--- src/rtl/cdb_arbiter.sv ---
// rtl/cdb_arbiter.sv - round-robin common data bus arbiter with per-producer holding buffers
// Each producer owns a one-entry buffer; buffered results are broadcast one per cycle.
module cdb_arbiter #(
  parameter int N_REQ  = 6,
  parameter int DATA_W = 32,
  parameter int TAG_W  = 4,
  parameter int SRC_W  = 3
) (
  input  logic                    clk,
  input  logic                    rst_n,
  input  logic                    flush,
  input  logic [N_REQ-1:0]        req_valid,
  input  logic [N_REQ*TAG_W-1:0]  req_tag,
  input  logic [N_REQ*DATA_W-1:0] req_data,
  output logic [N_REQ-1:0]        req_ready,
  output logic                    cdb_valid,
  output logic [TAG_W-1:0]        cdb_tag,
  output logic [DATA_W-1:0]       cdb_data,
  output logic [SRC_W-1:0]        cdb_src,
  output logic                    err_overflow
);

  logic [N_REQ-1:0]  buf_v_q;
  logic [TAG_W-1:0]  buf_tag_q  [N_REQ];
  logic [DATA_W-1:0] buf_data_q [N_REQ];
  logic [SRC_W-1:0]  rr_ptr_q, rr_ptr_d;

  logic              cdb_valid_q;
  logic [TAG_W-1:0]  cdb_tag_q;
  logic [DATA_W-1:0] cdb_data_q;
  logic [SRC_W-1:0]  cdb_src_q;
  logic              err_overflow_q;

  logic              found;
  logic [SRC_W-1:0]  win;
  logic [TAG_W-1:0]  win_tag;
  logic [DATA_W-1:0] win_data;
  logic [N_REQ-1:0]  grant;
  logic [N_REQ-1:0]  accept;
  logic [N_REQ-1:0]  drop;

  // Two passes: entries at or above rr_ptr first, then the wrapped-around low entries.
  always_comb begin
    found    = 1'b0;
    win      = '0;
    win_tag  = '0;
    win_data = '0;
    for (int i = 0; i < N_REQ; i++) begin
      if (!found && buf_v_q[i] && (SRC_W'(i) >= rr_ptr_q)) begin
        found    = 1'b1;
        win      = SRC_W'(i);
        win_tag  = buf_tag_q[i];
        win_data = buf_data_q[i];
      end
    end
    for (int i = 0; i < N_REQ; i++) begin
      if (!found && buf_v_q[i]) begin
        found    = 1'b1;
        win      = SRC_W'(i);
        win_tag  = buf_tag_q[i];
        win_data = buf_data_q[i];
      end
    end
    if (flush) begin
      found = 1'b0;
    end
    grant = '0;
    for (int i = 0; i < N_REQ; i++) begin
      grant[i] = found && (win == SRC_W'(i));
    end
  end

  assign rr_ptr_d  = (win == SRC_W'(N_REQ - 1)) ? '0 : win + 1'b1;
  assign req_ready = ~buf_v_q | grant;
  assign accept    = req_valid & req_ready;
  assign drop      = req_valid & ~req_ready;

  always_ff @(posedge clk or negedge rst_n) begin
    if (!rst_n) begin
      buf_v_q        <= '0;
      for (int i = 0; i < N_REQ; i++) begin
        buf_tag_q[i]  <= '0;
        buf_data_q[i] <= '0;
      end
      rr_ptr_q       <= '0;
      cdb_valid_q    <= 1'b0;
      cdb_tag_q      <= '0;
      cdb_data_q     <= '0;
      cdb_src_q      <= '0;
      err_overflow_q <= 1'b0;
    end else if (flush) begin
      // Squash everything in flight; incoming strobes are discarded, not counted as drops.
      buf_v_q     <= '0;
      cdb_valid_q <= 1'b0;
    end else begin
      for (int i = 0; i < N_REQ; i++) begin
        if (accept[i]) begin
          buf_v_q[i]    <= 1'b1;
          buf_tag_q[i]  <= req_tag[i*TAG_W +: TAG_W];
          buf_data_q[i] <= req_data[i*DATA_W +: DATA_W];
        end else if (grant[i]) begin
          buf_v_q[i] <= 1'b0;
        end
      end
      if (|drop) begin
        err_overflow_q <= 1'b1;
      end
      cdb_valid_q <= found;
      if (found) begin
        cdb_tag_q  <= win_tag;
        cdb_data_q <= win_data;
        cdb_src_q  <= win;
        rr_ptr_q   <= rr_ptr_d;
      end
    end
  end

  assign cdb_valid    = cdb_valid_q;
  assign cdb_tag      = cdb_tag_q;
  assign cdb_data     = cdb_data_q;
  assign cdb_src      = cdb_src_q;
  assign err_overflow = err_overflow_q;

endmodule

--- config.mk ---
export PLATFORM = sky130hd
export DESIGN_NAME = cdb_arbiter
export DESIGN_NICKNAME = d
export VERILOG_FILES = /design/src/rtl/cdb_arbiter.sv
export SDC_FILE = /design/constraint.sdc
export NUM_CORES = 1
export LEC_CHECK = 0
export CAP_MARGIN = 5
export CORE_UTILIZATION = 50
export CTS_CLUSTER_SIZE = 30
export DETAILED_ROUTE_END_ITERATION = 10
export PLACE_DENSITY = 0.78
export SETUP_SLACK_MARGIN = 0.3
export SLEW_MARGIN = 25
export SYNTH_ARGS = -nofsm -noshare
export SYNTH_HDL_FRONTEND = slang
export SYNTH_SLANG_ARGS = --single-unit
--- constraint.sdc ---
create_clock -name clk -period 8.3 [get_ports clk]
set_input_delay 2.49 -clock clk [delete_from_list [all_inputs] [get_ports clk]]
set_output_delay 2.49 -clock clk [all_outputs]
set_load 0.05 [all_outputs]
==> results.json <==
{
  "yosysWarnings": 0,
  "startpoint_type": "register",
  "cp_cell_sequence": "clkinv_1 -> buf_4 -> nand4_1 -> a21oi_2 -> buf_4 -> nand2_1 -> nand4_1 -> ha_1 -> nand2_1 -> o21ai_0 -> clkdlybuf4s50_1",
  "start_util_pct": 51.0,
  "drtAntennaViolNets": 0,
  "synthTopCellsByArea": "dfrtp_1 48%, mux2_2 16%, o21ai_0 3.2%, a22o_1 2.6%, nand2_1 2.5%",
  "dr.pass1.iters": 6,
  "grt_pass1_vias": 12200,
  "cpPeakStageDelay_ns": 0.86,
  "finalNetCount": 1716,
  "switching_share_pct": 39.4,
  "cts_root_buf": "clkbuf_16",
  "cts_buffers": 27,
  "cp_slowest_cell": "clkdlybuf4s50_1",
  "synth_cell_types": 65,
  "cts-hold-fix-buffers": 0,
  "first_iter_violations": 1599,
  "crit_required_ns": 5.81,
  "drive_gt1_share_pct": 20.1,
  "area_growth_pct": 28.5,
  "cp.arrival_ns": 5.19,
  "synthCells": 1256,
  "routedWlPerCell_um": 26.3,
  "gp_congestion": 1.01,
  "setup_viol": 0,
  "finalInstanceArea_um2": 17600,
  "drv_cap": 0,
  "seqPwrFrac_pct": 39.3,
  "setup-tns-final_ns": 0,
  "yosysSeqAreaShare_pct": 48.5,
  "globalRouteOverflowTotal": 0,
  "irDropWorstVdd_uv": 223,
  "dieArea_um2": 28100,
  "crit_fanout": 20,
  "synth_top_cell_by_area": "dfrtp_1",
  "synth_common_cells": "266 x dfrtp_1, 197 x mux2_2, 93 x nand2_1",
  "synth-edff-count": 0,
  "criticalPathCategory": "register to primary output",
  "holdWs_ns": 0.484,
  "gr-usage-all-layers_pct": 34.9,
  "cts.sinks": 266,
  "synth.most_common_cell": "dfrtp_1",
  "layout_setup_ws_ns": 0.619,
  "fin_skew_ns": 0.0108,
  "io_buffers": 271,
  "post-route-util_pct": 65.5,
  "nFillCells": 2127,
  "syn-cell-area_um2": 13700,
  "switching_power_mw": 2.14,
  "dp_cells": 1796,
  "power_frac_comb_pct": 38.1,
  "grt_max_degree": 186,
  "crit_path_end_kind": "primary output",
  "postPlaceCellArea_um2": 16700,
  "async_flop_share_pct": 100,
  "powerDensity_nw_per_um2": 308,
  "synth_seq_cells": 266,
  "clk_latency_ns": 0.55,
  "power_frac_clock_pct": 22.6,
  "syn_nets": 1486,
  "post_cts_resized": 0,
  "antenna_found_initial": 3,
  "synth_top_area_share_pct": 48.5,
  "drv_slew": 0,
  "die_h_um": 168,
  "boundaryPins": 272,
  "power_mw": 5.44,
  "htree_levels": 1,
  "outcome": "completed",
  "rows": 60,
  "instances_no_fill": 1847,
  "core_area_um2": 27000,
  "synthFlopType": "dfrtp_1",
  "vias": 12200,
  "rsz0062_at_grt": "false",
  "tightest_slew_ns": 1.03,
  "hp-class": "register to register",
  "leakagePower_nw": 7.07,
  "cts_buffer_depth": 3,
  "relSlewSlack_pct": 31.4,
  "period_needed_ns": 7.68,
  "post-cts-setup-buffer-count": 0,
  "die_w_um": 168,
  "fin_crit_sh_pct": 92.5,
  "final_hold_viol_count": 0,
  "via_per_inst": 6.59,
  "wl_mm": 48.7,
  "cts_tree": "done",
  "dpl.hpwl_mm": 34.5,
  "synth_area_per_cell_um2": 10.9,
  "fmax_mhz": 130,
  "grt_pass1_wl_mm": 74.5,
  "clkTransAtPathRegs_ns": 0.06,
  "p_int_mw": 3.29,
  "place_worst_setup_slack_ns": 1.31,
  "drcViolationCount": 0
}
[cell usage in the layout (no fill, tap or decap), drive strengths merged, types with 12 or more instances in the layout]
master and instances:
a211o 12, a221o 20, inv 30, o2bb2ai 27, a21boi 14, and3 18, clkbuf 36, o311ai 12
a21oi 55, a221oi 21, nor2 57, nand2 93, buf 30, clkdlybuf4s50 270, nand4 16, a222oi 13
o22ai 34, a22o 40, a211oi 13, a31o 13, o21ai 93, nand2b 16, mux2 204, dfrtp 266
[kinds of logic after synthesis]
logic type | after synthesis | share of synthesized area (%)
AO/OA/AOI/OAI | 426 | 22.8
AND/OR/NAND/NOR | 226 | 7.64
multiplexers | 204 | 16.7
buffers and inverters | 129 | 3.94
adder cells (fa/ha/maj) | 5 | 0.455
flip-flops | 266 | 48.5
[final timing paths]
check / slack [ns] / to / cells past startpoint / start
max in group asynchronous: 4.96 / buf_data_q[161] / 3 / rst_n
setup reg to reg: 2.93 / buf_data_q[43] / 13 / buf_v_q[3]
hold / removal: 0.48 / cdb_src[1] / 2 / cdb_src[1]
setup / recovery: 0.62 / req_ready[1] / 11 / buf_v_q[3]
min in group asynchronous: 1.89 / buf_data_q[83] / 1 / rst_n
hold reg to reg: 0.48 / cdb_src[1] / 2 / cdb_src[1]
[cell type report]
type                       instances  area, µm²  area share (%)
clock inverter                    12        139           0.787
sequential                       266       6660            37.7
inverter                          30        113           0.638
multi-input combinational        861       6580            37.3
timing repair buffer             300       2970            16.8
antenna                            1       2.50          0.0142
clock buffer                      36        759            4.30
tap                              341        427            2.42
[registers in the layout, summed over array words and instances (netlist names)]
name / cells
buf_data_q: 192
buf_tag_q: 24
buf_v_q: 6
cdb_data: 32
cdb_src: 3
cdb_tag: 4
cdb_valid: 1
err_overflow: 1
rr_ptr_q: 3
[per-layer routing]
layer  part of all wire (%)  up-vias  GRT usage [%]
li1                       -     5242              -
met1                     41     6037           48.2
met2                     46      757           54.5
met3                     10      125           7.92
met4                    3.3        2           11.5
met5                  0.023        -              0
[worst max-delay path, delay by kind of cell, from the launching register on]
family,cells,cell delay [ns]
flip-flops,1,0.75
AO/OA/AOI/OAI,2,0.93
adder cells (fa/ha/maj),1,0.27
AND/OR/NAND/NOR,4,1.13
buffers and inverters,4,1.55
[power groups by stage]
stage / Combinational [mW] / Sequential, mW / Clock, mW
after CTS: 2.04 / 2.12 / 1.24
after detailed placement: 2.03 / 2.13 / 0
after global routing: 2.20 / 2.17 / 1.30
after global placement: 2.00 / 2.13 / 0
after floorplan: 1.11 / 2.21 / 0
final: 2.07 / 2.13 / 1.23
No activity file was read; power rests on OpenSTA's default activity.
